===== config.mk =====
export PLATFORM = sky130hd
export DESIGN_NAME = cpld_uart_ctrl
export DESIGN_NICKNAME = d
export VERILOG_FILES = /design/src/rtl/uart_pkg.sv /design/src/rtl/uart_sync2.sv /design/src/rtl/cpld_uart_ctrl.sv
export SDC_FILE = /design/constraint.sdc
export NUM_CORES = 1
export LEC_CHECK = 0
export BUFFER_PORTS_ARGS = -buffer_cell sky130_fd_sc_hd__buf_2
export CAP_MARGIN = 10
export CORE_MARGIN = 5
export CORE_UTILIZATION = 45
export DETAILED_ROUTE_END_ITERATION = 10
export PLACE_DENSITY = 0.85
export SLEW_MARGIN = 10
export SYNTH_ARGS = -nofsm -noshare
export SYNTH_HDL_FRONTEND = slang
export SYNTH_SLANG_ARGS = --single-unit

===== constraint.sdc =====
create_clock -name clk -period 2 [get_ports clk]
set_clock_uncertainty 0.1 [all_clocks]
set_input_delay 0.2 -clock clk [delete_from_list [all_inputs] [get_ports clk]]
set_output_delay 0.2 -clock clk [all_outputs]
set_load 0.01 [all_outputs]

===== src/rtl/uart_pkg.sv =====
`default_nettype none
// ============================================================================
//  Module   : uart_pkg
//  Function : Shared state encodings, register selects and status bit
//             positions for the CPLD UART bus controller.
//  Revision : 1.0
// ============================================================================
package uart_pkg;

    typedef logic [2:0] state_t;

    localparam state_t c_ST_IDLE       = 3'd0;
    localparam state_t c_ST_TX_WAIT    = 3'd1;
    localparam state_t c_ST_WR_SETUP   = 3'd2;
    localparam state_t c_ST_WR_PULSE   = 3'd3;
    localparam state_t c_ST_WR_HOLD    = 3'd4;
    localparam state_t c_ST_RD_PULSE   = 3'd5;
    localparam state_t c_ST_RD_RECOVER = 3'd6;
    localparam state_t c_ST_DONE       = 3'd7;

    localparam logic SEL_DATA   = 1'b0;
    localparam logic SEL_STATUS = 1'b1;

    localparam int STAT_TX_BIT = 0;
    localparam int STAT_RX_BIT = 1;

endpackage
`default_nettype wire


===== src/rtl/uart_sync2.sv =====
`default_nettype none
// ============================================================================
//  Module   : uart_sync2
//  Function : Single-bit two-flop synchronizer for asynchronous CPLD flags.
//  Revision : 1.0
// ============================================================================
module uart_sync2 (
    input  logic clk,
    input  logic rst,
    input  logic i_d,
    output logic o_q
);

    logic r_meta;
    logic r_sync;

    always_ff @(posedge clk) begin
        if (rst) begin
            r_meta <= 1'b0;
            r_sync <= 1'b0;
        end else begin
            r_meta <= i_d;
            r_sync <= r_meta;
        end
    end

    assign o_q = r_sync;

endmodule
`default_nettype wire


===== src/rtl/cpld_uart_ctrl.sv =====
`default_nettype none
// ============================================================================
//  Module   : cpld_uart_ctrl
//  Function : Turns MMU word requests into timed uart_rdn/uart_wrn strobes on
//             the shared BaseRAM low byte; answers with a one-cycle response.
//  Revision : 1.0
// ============================================================================
module cpld_uart_ctrl
    import uart_pkg::*;
#(
    parameter int PULSE_CYCLES = 2
) (
    input  logic        clk,
    input  logic        rst,
    input  logic        req_valid,
    input  logic        req_we,
    input  logic        req_sel,
    input  logic [7:0]  req_wdata,
    output logic        resp_valid,
    output logic [31:0] resp_rdata,
    output logic        busy,
    input  logic [7:0]  bus_data_i,
    output logic [7:0]  bus_data_o,
    output logic        bus_data_oe,
    output logic        uart_rdn,
    output logic        uart_wrn,
    input  logic        uart_dataready,
    input  logic        uart_tbre,
    input  logic        uart_tsre
);

    localparam int                 c_CNT_W    = (PULSE_CYCLES > 1) ? $clog2(PULSE_CYCLES) : 1;
    localparam logic [c_CNT_W-1:0] c_CNT_LOAD = c_CNT_W'(PULSE_CYCLES - 1);
    localparam logic [c_CNT_W-1:0] c_CNT_ONE  = c_CNT_W'(1);

    logic [2:0]         w_async;
    logic [2:0]         w_synced;
    logic               w_rx_ready;
    logic               w_tx_ready;
    logic [31:0]        w_status;

    state_t             r_state;
    state_t             w_state_nxt;
    logic [c_CNT_W-1:0] r_cnt;
    logic [c_CNT_W-1:0] w_cnt_nxt;

    logic               r_resp_valid;
    logic [31:0]        r_rdata;
    logic               r_busy;
    logic [7:0]         r_wdata;
    logic               r_oe;
    logic               r_rdn;
    logic               r_wrn;

    assign w_async = {uart_tsre, uart_tbre, uart_dataready};

    for (genvar i = 0; i < 3; i++) begin : g_sync
        uart_sync2 u_sync (
            .clk (clk),
            .rst (rst),
            .i_d (w_async[i]),
            .o_q (w_synced[i])
        );
    end

    assign w_rx_ready = w_synced[0];
    assign w_tx_ready = w_synced[1] & w_synced[2];

    always_comb begin
        w_status              = '0;
        w_status[STAT_TX_BIT] = w_tx_ready;
        w_status[STAT_RX_BIT] = w_rx_ready;
    end

    always_comb begin
        w_state_nxt = r_state;
        w_cnt_nxt   = r_cnt;
        case (r_state)
            c_ST_IDLE: begin
                if (req_valid) begin
                    if (req_sel == SEL_STATUS) begin
                        w_state_nxt = c_ST_DONE;
                    end else if (req_we) begin
                        w_state_nxt = w_tx_ready ? c_ST_WR_SETUP : c_ST_TX_WAIT;
                    end else begin
                        w_state_nxt = c_ST_RD_PULSE;
                        w_cnt_nxt   = c_CNT_LOAD;
                    end
                end
            end
            c_ST_TX_WAIT: begin
                if (w_tx_ready) begin
                    w_state_nxt = c_ST_WR_SETUP;
                end
            end
            c_ST_WR_SETUP: begin
                w_state_nxt = c_ST_WR_PULSE;
                w_cnt_nxt   = c_CNT_LOAD;
            end
            c_ST_WR_PULSE: begin
                if (r_cnt == '0) begin
                    w_state_nxt = c_ST_WR_HOLD;
                end else begin
                    w_cnt_nxt = r_cnt - c_CNT_ONE;
                end
            end
            c_ST_WR_HOLD:    w_state_nxt = c_ST_DONE;
            c_ST_RD_PULSE: begin
                if (r_cnt == '0) begin
                    w_state_nxt = c_ST_RD_RECOVER;
                end else begin
                    w_cnt_nxt = r_cnt - c_CNT_ONE;
                end
            end
            c_ST_RD_RECOVER: w_state_nxt = c_ST_DONE;
            c_ST_DONE:       w_state_nxt = c_ST_IDLE;
            default:         w_state_nxt = c_ST_IDLE;
        endcase
    end

    // Strobes and enables are decoded from the next state so they change on
    // the same edge as the state and come straight out of flops.
    always_ff @(posedge clk) begin
        if (rst) begin
            r_state      <= c_ST_IDLE;
            r_cnt        <= '0;
            r_resp_valid <= 1'b0;
            r_rdata      <= '0;
            r_busy       <= 1'b0;
            r_wdata      <= '0;
            r_oe         <= 1'b0;
            r_rdn        <= 1'b1;
            r_wrn        <= 1'b1;
        end else begin
            r_state      <= w_state_nxt;
            r_cnt        <= w_cnt_nxt;
            r_resp_valid <= (w_state_nxt == c_ST_DONE);
            r_busy       <= (w_state_nxt != c_ST_IDLE);
            r_rdn        <= (w_state_nxt != c_ST_RD_PULSE);
            r_wrn        <= (w_state_nxt != c_ST_WR_PULSE);
            r_oe         <= (w_state_nxt == c_ST_WR_SETUP) ||
                            (w_state_nxt == c_ST_WR_PULSE) ||
                            (w_state_nxt == c_ST_WR_HOLD);
            if (r_state == c_ST_IDLE && req_valid) begin
                if (req_sel == SEL_STATUS && !req_we) begin
                    r_rdata <= w_status;
                end
                if (req_sel == SEL_DATA && req_we) begin
                    r_wdata <= req_wdata;
                end
            end
            // Capture on the edge that ends the final low cycle of uart_rdn.
            if (r_state == c_ST_RD_PULSE && r_cnt == '0) begin
                r_rdata <= {24'b0, bus_data_i};
            end
        end
    end

    assign resp_valid  = r_resp_valid;
    assign resp_rdata  = r_rdata;
    assign busy        = r_busy;
    assign bus_data_o  = r_wdata;
    assign bus_data_oe = r_oe;
    assign uart_rdn    = r_rdn;
    assign uart_wrn    = r_wrn;

endmodule
`default_nettype wire


After elaboration in Yosys (flattened, before gate mapping)

Index checks and enable logic that the tools add are counted.
W data, S select, Z words.

Input port bits: 24
Flip-flop bits (word level): 31
Output and inout port bits: 45
Logic and storage cells: 68

Bitwise operators: 3
Add/subtract/negate cells: 1
Multiplexer cells: 16
Equality and inequality tests: 16
Reduce and logical (&&, ||, !) cells: 17

Operators by type and width:

| kind                  | count |
|---|---|
| $mux W8               | 3 |
| $pmux W3 S7           | 1 |
| $eq A3 B3 Y1 const B  | 6 |
| $mux W3               | 6 |
| $eq A3 B2 Y1 const B  | 4 |
| $ne A2 B2 Y1 const B  | 3 |
| $reduce_bool A3 Y1    | 2 |
| $logic_and A1 B1 Y1   | 4 |
| $mux W1               | 4 |
| $reduce_and A2 Y1     | 2 |
| $reduce_and A4 Y1     | 1 |
| $reduce_bool A2 Y1    | 2 |
| $reduce_or A2 Y1      | 2 |
| $eq A3 B1 Y1 const B  | 1 |
| $logic_not A3 Y1      | 1 |
| $ne A3 B2 Y1 const B  | 1 |
| $ne A3 B3 Y1 const B  | 1 |
| $pmux W1 S3           | 1 |
| $logic_or A1 B1 Y1    | 2 |
| $mux W2               | 1 |
| $not A1 Y1            | 2 |
| $and A1 B1 Y1         | 1 |
| $logic_not A1 Y1      | 1 |
| $sub A1 B1 Y1 const B | 1 |

Logic depth before layout (Yosys ltp)

Gate-level depths: netlist (run 1).

Depth after elaboration: 9
Depth in mapped cells: 6

Cells and area by module

A second synthesis (run 1) with hierarchy kept.

Cells, all modules: 143
Area, all modules: 1456.4 µm²

Modules (own cells, without submodules):

| module         | area an instance (µm²) | instances | cells each | sequential area each (µm²) |
|---|---|---|---|---|
| cpld_uart_ctrl | 1298.7                 | 1         | 131        | 500.5 |
| uart_sync2     | 52.6                   | 3         | 4          | 40.0 |

Worst setup path after synthesis (run 1)

Ideal clock, no wire load.

Path type: reg2reg
Start: reg r_state[0]
End: reg r_wdata[7], in the netlist bus_data_o[7]
Buffers on the path: 2
Arrival time: 1.303 ns
Library setup time: 0.129 ns
Setup slack: 0.468 ns
Stages on the path, launching flop included: 7
Cells stage by stage: dfxtp_1 -> buf_6 -> nor4b_4 -> nand3b_1 -> buf_4 -> mux2i_1 -> nor2_1

Cells in the longest elaborated chain, start to end: 3

RTL lines:

| what                               | line                  | text |
|---|---|---|
| from (decl)                        | cpld_uart_ctrl.sv:42  | `state_t r_state;` |
| from (signal assigned)             | cpld_uart_ctrl.sv:125 | `r_state <= c_ST_IDLE;` |
| from (signal assigned)             | cpld_uart_ctrl.sv:135 | `r_state <= w_state_nxt;` |
| $logic_not A3 Y1                   | cpld_uart_ctrl.sv:144 | `if (r_state == c_ST_IDLE && req_valid) begin` |
| $logic_and A1 B1 Y1                | cpld_uart_ctrl.sv:144 |  |
| $reduce_and A2 Y1 (no source line) | -                     |  |
| to (signal assigned)               | cpld_uart_ctrl.sv:149 | `r_wdata <= req_wdata;` |
| to (decl)                          | cpld_uart_ctrl.sv:50  | `logic [7:0] r_wdata;` |

Every way passes these cells.
A chain may end at the register's enable or synchronous reset.

Worst setup path after layout (run 1)

Start: reg r_state[0]
End: reg r_rdata[1], in the netlist resp_rdata[1]

Cells in the longest elaborated chain, start to end: 4
Elaborated cells on any way between the ends: 8

RTL lines:

| what                                                    | line                                         | text |
|---|---|---|
| $eq A3 B3 Y1 / $logic_not A3 Y1 (equally long branches) | cpld_uart_ctrl.sv:153, cpld_uart_ctrl.sv:144 |  |
| $logic_and A1 B1 Y1, on equally long branches           | cpld_uart_ctrl.sv:153, cpld_uart_ctrl.sv:144 |  |
| $reduce_bool A2 Y1 (no source line)                     | -                                            |  |
| $reduce_and A2 Y1 (no source line)                      | -                                            |  |
| to (signal assigned)                                    | cpld_uart_ctrl.sv:146                        | `r_rdata <= w_status;` |
| to (signal assigned)                                    | cpld_uart_ctrl.sv:154                        | `r_rdata <= {24'b0, bus_data_i};` |
| to (decl)                                               | cpld_uart_ctrl.sv:48                         | `logic [31:0] r_rdata;` |

Several ways; a longest one is shown, not always the timed one.

==> reports/summary.txt, run 1 <==
Via/cell ratio -> 4.549
1st-pass router iterations -> 4
Fraction of power consumed by combinational cells -> 35.9%
First-pass GRT wire length -> 4774 µm
Met2 usage -> 23.64%
Crit-path cells -> and4bb_2, mux2_2, mux2i_1, nor2_1
Final non-filler cell total -> 244
DP Area -> 1593 µm²
Met3 Usage GRT -> 5.228%
DIE WIDTH -> 66.70 µm
Die ar. -> 4448 µm²
Total grt overflow -> 0
Ranking of synthesized cells by area -> dfxtp_1 (43%), buf_4 (13%), mux2i_1 (6.9%)
Hold WC Path Type -> primary input to flop
EDFF count, synth -> 0
Fmax -> 559.0 MHz
Setup TNS after final layout -> 0 ns
Post-DR wirelength/cell -> 12.43 µm
Asr flop ratio synth -> 0%
Reg2Reg Capture Point -> resp_rdata[1]
Cell Int Power -> 1.235 mW
Routability cong. -> 0.7668
HPWL after DPL -> 2071 µm
Final hold vios -> 0
Layout Utilization -> 57.24%
Max_cap viols -> 0
Final Slew Violations -> 0
Yosys Warn Count -> 0
Post-synth cell types -> 41
Critical path required time -> 2.11 ns
Reg2Reg Setup Slack -> 0.21 ns
Switching part of the total -> 35.55%
FF+latch count, synth -> 31
Row count -> 20
CP max-delay cell -> dfxtp_1
Die H -> 66.70 µm
Post-route worst setup slack -> 0.2110 ns
Max clock buf depth -> 2
Post-route cell area -> 1762 µm²
Leakage -> 0.8720 nW
Core region area -> 3078 µm²
Number of port buffers -> 44
Register area -> 620.6 µm²
CTS sink cnt -> 31
Count leader, synth -> dfxtp_1
Worst r2r src -> r_state[0]
Antenna Cells -> 0
Worst-margin pin slew -> 0.5323 ns
Clock network power share -> 21.8%
Initial antenna violation count -> 0
Number of fill cells -> 294
Worst Path Max Fanout -> 9
Vias -> 1110
Crit path from -> r_state[0]
Clk_lat worst skew -> 0.33 ns
# H-tree levels -> 2
Mapped Area -> 1446 µm²
Synth Area per Inst -> 10.04 µm²
R2r worst-path depth -> 4
Layout cells sized above 1 -> 34.00%
Psw -> 0.6812 mW
Clock transition at the registers of the reported paths -> 0.09 ns
Num ports -> 69
Overall power -> 1.916 mW
GRT Total Usage -> 14.48%
Top cells by count, synth -> dfxtp_1 (31), buf_4 (25), nor2_1 (20)
Post-synth top area share -> 42.91%
Pwr per Cell Area -> 1088 nW/µm²
Peak supply drop -> 0.4704 mV
Num CTS Buffers -> 5
Final wirelength -> 3033 µm
Cell count after placement -> 226
Hold path endpoint -> bus_data_o[2]
Remaining antenna violation count -> 0
Leading area contributor after synthesis -> dfxtp_1
CP max stage delay -> 0.55 ns
Synthesis-to-layout area growth -> 21.80%
HP Start -> req_wdata[2]
Main synth FF type -> dfxtp_1
Unrepaired setup endpoints after global routing -> no
Outcome -> finished, final reports clean
Post-CTS Setup Inserts -> 0
Hold depth -> 3
Drt drc -> 0
Multi-input gate area in the final layout -> 663.1 µm²
Final hold slack -> 0.01372 ns
Crit start category -> flop
Final-stage net count -> 223
Post-Place Setup Slack -> 0.2204 ns
Post-Syn Instances -> 144
Largest net degree at the start of global routing -> 30
CTS tree -> done
Crit. End Element -> flop
GR Layer Usage met1 -> 16.70%
Final min period -> 1.789 ns
Vias in the first global route -> 1046
Flop pwr share -> 42.4%
DR iter-0 viols -> 58
Setup Crit Path Kind -> flop to flop
Slew margin rel. -> 64.51%
GRT busiest layer -> met2
CTS root buffer -> clkbuf_4
WP data arrival -> 1.90 ns
Sequential-to-total area share from yosys stat -> 42.91%
Final worst-path cycle share -> 89.45%
Starting Density -> 46.99%
Final setup viols -> 0
-- how the worst max path moves through the flow --
stage | endpoint | cells past startpoint
global placement | resp_rdata[0] | 4
finish | resp_rdata[1] | 4
global route | busy | 5
CTS | resp_rdata[1] | 4
floorplan | bus_data_o[7] | 6
detailed placement | resp_rdata[1] | 4
-- registers in the layout, summed over array words and instances (netlist names) --
register              flops
bus_data_o                8
uart_rdn                  1
g_sync.u_sync.o_q         3
r_cnt                     1
r_state                   3
bus_data_oe               1
g_sync.u_sync.r_meta      3
resp_valid                1
uart_wrn                  1
busy                      1
resp_rdata                8
-- cells in the final DEF (no fill, tap or decap), types with 2 or more instances in the layout --
cell and count:
conb_1 24, mux2_2 2, inv_1 2, nor2_1 20, nor2b_1 6, a22oi_2 2
dfxtp_1 31, a21oi_1 2, clkbuf_8 2, nand3b_1 2, buf_2 44, mux2i_1 10
a22oi_1 6, nand3_1 3, dlygate4sd3_1 10, buf_4 3, clkbuf_4 5
-- final cells by class --
type	count	share of cell area (%)
Clock buffer	8	3.906
Inverter	3	0.6392
Multi-Input combinational cell	101	37.64
Sequential cell	31	35.23
Tap cell	44	3.125
Timing Repair Buffer	57	19.46
-- cells by family after synthesis --
logic type      count (synthesis)  synth area share [%]
simple gates                   41                 16.52
flops                          31                 42.91
xor+xnor                        1                0.6056
mux                            12                 8.478
compound gates                 23                 14.02
buf+inv                        35                 17.21
other cells                     1                0.2593
-- per-layer routing --
layer,wire [µm],up-vias
met4,64,0
met3,277,8
met5,0,-
met2,1502,42
li1,-,557
met1,1188,503
-- worst max-delay path: cells and delay by family, from the launching register on --
kind             cells  cell delay, ns
DFF                  1            0.55
muxes                2            0.50
and+or+nand+nor      2            0.51
-- power by group through the flow --
stage | Clock [mW] | Sequential [mW] | Combinational, mW
floorplan | 0 | 0.809 | 0.580
global placement | 0 | 0.821 | 0.649
detailed placement | 0 | 0.826 | 0.667
CTS | 0.427 | 0.812 | 0.687
global route | 0.451 | 0.826 | 0.758
finish | 0.417 | 0.812 | 0.687
-- what timing repair did --
item / 4_1_cts / 5_1_grt
hold buffers: 10 / 0
resized for setup: 0 / 0
hold endpoints to repair: 10 / 0
endpoints found under the setup margin: 0 / 0
Note: power is estimated with default switching activity, not from simulation.
==> run 2: changes to the inputs <==
--- a/config.mk
+++ b/config.mk
@@ -6,12 +6,14 @@
 export NUM_CORES = 1
 export LEC_CHECK = 0
 export BUFFER_PORTS_ARGS = -buffer_cell sky130_fd_sc_hd__buf_2
-export CAP_MARGIN = 10
+export CAP_MARGIN = 20
 export CORE_MARGIN = 5
 export CORE_UTILIZATION = 45
 export DETAILED_ROUTE_END_ITERATION = 10
 export PLACE_DENSITY = 0.85
+export SKIP_LAST_GASP = 1
 export SLEW_MARGIN = 10
 export SYNTH_ARGS = -nofsm -noshare
 export SYNTH_HDL_FRONTEND = slang
+export SYNTH_HIERARCHICAL = 1
 export SYNTH_SLANG_ARGS = --single-unit
==> run 2 against run 1 <==
  * Global-route usage is 3.1 points lower
  * Combinational power is 40% lower
  * Largest cell class unchanged
  * Setup slack better by 0.012 ns
==> reports/summary.txt, run 2 <==
Reg2Reg Capture Point -> resp_rdata[1] (unchanged)
HP Start -> uart_dataready (was req_wdata[2])
Final-stage net count -> 213 (was 223)
Asr flop ratio synth -> 0% (unchanged)
R2r worst-path depth -> 4 (unchanged)
CTS tree -> done (unchanged)
Layout cells sized above 1 -> 33.68% (was 34.00%)
Die ar. -> 4474 µm² (was 4448 µm²)
Number of port buffers -> 44 (unchanged)
Clk_lat worst skew -> 0.31 ns (was 0.33 ns)
Final setup viols -> 0 (unchanged)
HPWL after DPL -> 2017 µm (was 2071 µm)
Row count -> 20 (unchanged)
Post-synth top area share -> 42.61% (was 42.91%)
EDFF count, synth -> 0 (unchanged)
Num ports -> 69 (unchanged)
Layout Utilization -> 54.47% (was 57.24%)
Final min period -> 1.777 ns (was 1.789 ns)
FF+latch count, synth -> 31 (unchanged)
Total grt overflow -> 0 (unchanged)
Routability cong. -> 0.8736 (was 0.7668)
CTS root buffer -> clkbuf_4 (unchanged)
Post-Syn Instances -> 143 (was 144)
Final hold vios -> 0 (unchanged)
Commonest non-fill, non-tap cell in the layout -> buf_2 (unchanged)
Pwr per Cell Area -> 933.7 nW/µm² (was 1088 nW/µm²)
Core region area -> 3078 µm² (unchanged)
Synth Area per Inst -> 10.18 µm² (was 10.04 µm²)
Most frequent cells in the layout -> buf_2 (44), dfxtp_1 (31), conb_1 (24) (unchanged)
Ranking of synthesized cells by area -> dfxtp_1 (43%), buf_4 (12%), mux2i_1 (6.2%) (was dfxtp_1 (43%), buf_4 (13%), mux2i_1 (6.9%))
Count leader, synth -> dfxtp_1 (unchanged)
Outcome -> finished, final reports clean (unchanged)
Final Slew Violations -> 0 (unchanged)
Antenna Cells -> 0 (unchanged)
Unrepaired setup endpoints after global routing -> no (unchanged)
Sequential-to-total area share from yosys stat -> 42.61% (was 42.91%)
CTS sink cnt -> 31 (unchanged)
Crit start category -> flop (unchanged)
Initial antenna violation count -> 0 (unchanged)
Leading area contributor after synthesis -> dfxtp_1 (unchanged)
Synthesis-to-layout area growth -> 15.12% (was 21.80%)
Number of fill cells -> 291 (was 294)
Drt drc -> 0 (unchanged)
GRT Total Usage -> 11.34% (was 14.48%)
Cell count after placement -> 224 (was 226)
Main synth FF type -> dfxtp_1 (unchanged)
DIE WIDTH -> 66.89 µm (was 66.70 µm)
Reg2Reg Setup Slack -> 0.22 ns (was 0.21 ns)
Via/cell ratio -> 4.436 (was 4.549)
Final wirelength -> 2652 µm (was 3033 µm)
Crit. End Element -> flop (unchanged)
CP max-delay cell -> dfxtp_1 (unchanged)
Max clock buf depth -> 2 (unchanged)
CP max stage delay -> 0.56 ns (was 0.55 ns)
Worst r2r src -> r_state[2] (was r_state[0])
First-pass GRT wire length -> 3898 µm (was 4774 µm)
Clock transition at the registers of the reported paths -> 0.09 ns (about the same)
WP data arrival -> 1.87 ns (was 1.90 ns)
Setup Crit Path Kind -> flop to flop (unchanged)
# H-tree levels -> 2 (unchanged)
Max_cap viols -> 0 (unchanged)
Slew margin rel. -> 61.41% (was 64.51%)
Hold path endpoint -> g_sync[0].u_sync/r_meta (was bus_data_o[2])
Num CTS Buffers -> 5 (unchanged)
Leakage -> 0.8284 nW (was 0.8720 nW)
Final worst-path cycle share -> 88.86% (was 89.45%)
Final hold slack -> 0.003265 ns (was 0.01372 ns)
Yosys Warn Count -> 6 (was 0)
Hold WC Path Type -> primary input to flop (unchanged)
Hold depth -> 2 (was 3)
DR iter-0 viols -> 30 (was 58)
Vias -> 1038 (was 1110)
Peak supply drop -> 0.5465 mV (was 0.4704 mV)
Post-synth cell types -> 38 (was 41)
Remaining antenna violation count -> 0 (unchanged)
Final non-filler cell total -> 234 (was 244)
Largest net degree at the start of global routing -> 29 (was 30)
Mapped Area -> 1456 µm² (was 1446 µm²)
Top cells by count, synth -> dfxtp_1 (31), buf_4 (24), nor2_1 (22) (was dfxtp_1 (31), buf_4 (25), nor2_1 (20))
Die H -> 66.89 µm (was 66.70 µm)
Setup TNS after final layout -> 0 ns (unchanged)
1st-pass router iterations -> 4 (unchanged)
Critical path required time -> 2.09 ns (was 2.11 ns)
Worst Path Max Fanout -> 10 (was 9)
Worst-margin pin slew -> 0.5788 ns (was 0.5323 ns)
Crit-path cells -> and4bb_2, mux2_2, mux2i_1, nor2_1 (unchanged)
Post-DR wirelength/cell -> 11.33 µm (was 12.43 µm)
Starting Density -> 47.32% (was 46.99%)
Fmax -> 562.7 MHz (was 559.0 MHz)
Vias in the first global route -> 909 (was 1046)
run 2: changes by cell type in the layout (fill, tap and decap cells not counted), moves of 2 or more:
cell	before	now
dlygate4sd3_1	10	2
nor2_1	20	22
a22oi_2	2	0
nand3_1	3	1
buf_4	3	1
run 2: cell families (layout without fill, tap and decap cells):
kind of cell | count (synthesis) | after routing | synth area share [%]
AOI/OAI and AO/OA | 21 | 21 | 13.58
buffers and inverters | 34 | 58 | 17.10
and+or+nand+nor | 44 | 44 | 18.13
xor gates and xnor gates | 1 | 1 | 0.6015
other | 1 | 24 | 0.2575
DFF | 31 | 31 | 42.61
muxes | 11 | 11 | 7.732
run 2: metal layers:
| metal | GRT usage (%) | share of wire [%] | up-vias |
|---|---|---|---|
| met1 | 14.09 | 43 | 460 |
| li1 | - | - | 532 |
| met2 | 18.07 | 46 | 43 |
| met5 | 0 | 0 | - |
| met3 | 5.059 | 11 | 3 |
| met4 | 2.278 | 0.38 | 0 |
run 2: final cells by class:
cell class	count	area (µm²)	share of cell area, %
Sequential cell	31	620.6	37.01
Multi-Input combinational cell	101	673.1	40.15
Tap cell	44	55.05	3.284
Timing Repair Buffer	47	247.7	14.78
Clock buffer	8	68.82	4.104
Inverter	3	11.26	0.6716
run 2: through the flow:
step	instance area (µm²)	power, mW	setup slack (ns)
floorplan	1543	1.135	0.5004
global placement	1588	1.172	0.2864
detailed placement	1588	1.183	0.2405
CTS	1667	1.576	0.2366
global route	1677	1.663	0.1194
finish	1677	1.566	0.2227
run 2: worst max-delay path by stage:
stage,from,to
after global placement,r_state[2],resp_rdata[1]
after global routing,r_state[0],resp_rdata[1]
after CTS,r_state[0],resp_rdata[1]
after floorplan,r_state[2],resp_rdata[1]
after detailed placement,r_state[0],resp_rdata[1]
final,r_state[2],resp_rdata[1]
run 2: timing repair:
action	4_1_cts	5_1_grt
hold buffers	1	1
endpoints found under the hold margin	1	1
buffers inserted	0	0
gates resized for setup	0	0
run 2: report_power, final:
| group | leakage, nW | internal, mW | switching (mW) |
|---|---|---|---|
| clock | 0.0386 | 0.207 | 0.184 |
| sequential | 0.253 | 0.685 | 0.0755 |
| combinational | 0.537 | 0.189 | 0.226 |
run 2: critical path, delay by kind of cell (launching register included):
family	cells	cell delay [ns]
flops	1	0.56
simple gates	2	0.51
mux	2	0.48
==> run 3: changes to the inputs <==
--- a/config.mk
+++ b/config.mk
@@ -7,6 +7,7 @@
 export LEC_CHECK = 0
 export BUFFER_PORTS_ARGS = -buffer_cell sky130_fd_sc_hd__buf_2
 export CAP_MARGIN = 20
+export CORE_ASPECT_RATIO = 0.75
 export CORE_MARGIN = 5
 export CORE_UTILIZATION = 45
 export DETAILED_ROUTE_END_ITERATION = 10
==> run 3 against run 2 <==
  * Register-to-register slack barely moved
  * Final cell count fell by 3.4%
  * Critical path depth did not move
  * Die area rose by 0.27%
  * Hold slack improved by 0.026 ns
  * Global-route usage rose by 1.8 points
  * Clock power rose by 36%
  * Largest cell class unchanged
==> reports/summary.txt, run 3 (synthesis gave the netlist of run 2 again) <==
Hold path endpoint -> g_sync[0].u_sync/r_meta (unchanged)
Core region area -> 3020 µm² (was 3078 µm²)
Hold depth -> 2 (unchanged)
Max_cap viols -> 0 (unchanged)
Hold buffer count at cts -> 0 (was 1)
Via/cell ratio -> 4.606 (was 4.436)
Clk_lat worst skew -> 0.28 ns (was 0.31 ns)
Total grt overflow -> 0 (unchanged)
Post-CTS Setup Inserts -> 0 (unchanged)
Slew margin rel. -> 63.96% (was 61.41%)
Flop pwr share -> 44.7% (was 48.6%)
Routability cong. -> 0.7548 (was 0.8736)
Largest net degree at the start of global routing -> 29 (unchanged)
Setup Crit Path Kind -> flop to flop (unchanged)
Worst r2r src -> r_state[2] (unchanged)
Final hold slack -> 0.02935 ns (was 0.003265 ns)
Num ports -> 69 (unchanged)
Max clock buf depth -> 2 (unchanged)
Starting Density -> 48.22% (was 47.32%)
Cell Int Power -> 1.186 mW (was 1.081 mW)
Switching part of the total -> 30.32% (was 30.98%)
Worst Path Max Fanout -> 10 (unchanged)
Vias -> 1041 (was 1038)
Commonest non-fill, non-tap cell in the layout -> buf_2 (unchanged)
Crit. End Element -> flop (unchanged)
Remaining antenna violation count -> 0 (unchanged)
CTS sink cnt -> 31 (unchanged)
Final hold vios -> 0 (unchanged)
Vias in the first global route -> 919 (was 909)
HPWL after DPL -> 2167 µm (was 2017 µm)
Pwr per Cell Area -> 1013 nW/µm² (was 933.7 nW/µm²)
WP data arrival -> 1.84 ns (was 1.87 ns)
Number of port buffers -> 44 (unchanged)
Die ar. -> 4486 µm² (was 4474 µm²)
Hold WC Path Type -> primary input to flop (unchanged)
Die H -> 59.27 µm (was 66.89 µm)
Fraction of power consumed by combinational cells -> 24.2% (was 26.5%)
Peak supply drop -> 0.5793 mV (was 0.5465 mV)
Setup TNS after final layout -> 0 ns (unchanged)
Row count -> 17 (was 20)
DR iter-0 viols -> 78 (was 30)
PostCTS Resize Cnt -> 0 (unchanged)
Reg2Reg Capture Point -> resp_rdata[1] (unchanged)
Critical path required time -> 2.05 ns (was 2.09 ns)
Layout cells sized above 1 -> 34.04% (was 33.68%)
1st-pass router iterations -> 4 (unchanged)
Reg2Reg Setup Slack -> 0.21 ns (was 0.22 ns)
Final Slew Violations -> 0 (unchanged)
Post-Place Setup Slack -> 0.2340 ns (was 0.2405 ns)
Final setup viols -> 0 (unchanged)
Post-route cell area -> 1680 µm² (was 1677 µm²)
Antenna Cells -> 0 (unchanged)
Final worst-path cycle share -> 89.33% (was 88.86%)
CTS tree -> done (unchanged)
Register area -> 620.6 µm² (unchanged)
Multi-input gate area in the final layout -> 673.1 µm² (unchanged)
Final wirelength -> 2831 µm (was 2652 µm)
Clock network power share -> 31.1% (was 24.9%)
Outcome -> finished, final reports clean (unchanged)
Number of fill cells -> 288 (was 291)
Unrepaired setup endpoints after global routing -> no (unchanged)
DIE WIDTH -> 75.69 µm (was 66.89 µm)
Crit start category -> flop (unchanged)
Worst-margin pin slew -> 0.5406 ns (was 0.5788 ns)
Final min period -> 1.787 ns (was 1.777 ns)
HP Start -> uart_dataready (unchanged)
Post-route worst setup slack -> 0.2134 ns (was 0.2227 ns)
CTS root buffer -> clkbuf_8 (was clkbuf_4)
Drt drc -> 0 (unchanged)
Num CTS Buffers -> 5 (unchanged)
Most frequent cells in the layout -> buf_2 (44), dfxtp_1 (31), conb_1 (24) (unchanged)
Leakage -> 0.8330 nW (was 0.8284 nW)
R2r worst-path depth -> 4 (unchanged)
Initial antenna violation count -> 0 (unchanged)
Psw -> 0.5161 mW (was 0.4849 mW)
Fmax -> 559.7 MHz (was 562.7 MHz)
Final-stage net count -> 211 (was 213)
Clock transition at the registers of the reported paths -> 0.06 ns (was 0.09 ns)
First-pass GRT wire length -> 4312 µm (was 3898 µm)
Synthesis-to-layout area growth -> 15.38% (was 15.12%)
GRT Total Usage -> 13.17% (was 11.34%)
DP Area -> 1580 µm² (was 1588 µm²)
Post-DR wirelength/cell -> 12.53 µm (was 11.33 µm)
# H-tree levels -> 2 (unchanged)
[run 3: cell count changes in the layout (fill, tap and decap cells not counted), sizes merged]
cell / delta
dlygate4sd3: -2
[run 3: per-layer routing]
layer / up-vias / part of all wire [%] / global-route usage (%)
li1: 526 / - / -
met1: 478 / 43 / 16.07
met2: 33 / 47 / 19.07
met3: 4 / 8.3 / 6.441
met4: 0 / 1.5 / 6.733
met5: - / 0 / 0
[run 3: power by group through the flow]
stage / clock (mW) / sequential (mW) / combinational, mW
final: 0.530 / 0.761 / 0.412
after global routing: 0.570 / 0.774 / 0.456
after CTS: 0.542 / 0.760 / 0.415
after detailed placement: 0 / 0.771 / 0.414
after global placement: 0 / 0.768 / 0.404
after floorplan: 0 / 0.747 / 0.388
[run 3: cell type report]
class / instances / area share (%)
Timing Repair Buffer: 45 / 13.55
Clock buffer: 8 / 5.957
Tap cell: 38 / 2.829
Multi-Input combinational cell: 101 / 40.06
Sequential cell: 31 / 36.93
Inverter: 3 / 0.6701
[run 3: how the worst max path moves through the flow]
stage                           from       endpoint  slack [ns]  cells after the start
after floorplan           r_state[2]  resp_rdata[1]        0.50                      6
after global placement    r_state[2]  resp_rdata[1]        0.29                      4
after detailed placement  r_state[2]  resp_rdata[1]        0.23                      4
after CTS                 r_state[2]  resp_rdata[1]        0.22                      4
after global routing      r_state[2]  resp_rdata[1]        0.14                      4
final                     r_state[2]  resp_rdata[1]        0.21                      4
[run 3: per-stage QoR]
stage	power (mW)	std cells	util, %
after floorplan	1.135	166	-
after global placement	1.172	218	52.32
after detailed placement	1.185	218	52.32
after CTS	1.717	226	55.63
after global routing	1.799	226	55.63
final	1.702	226	55.63
[run 3: critical path, cell delays in order, from the launching register on]
cell,delay [ns]
dfxtp_1,0.55
and4bb_2,0.45
mux2_2,0.37
mux2i_1,0.13
nor2_1,0.05
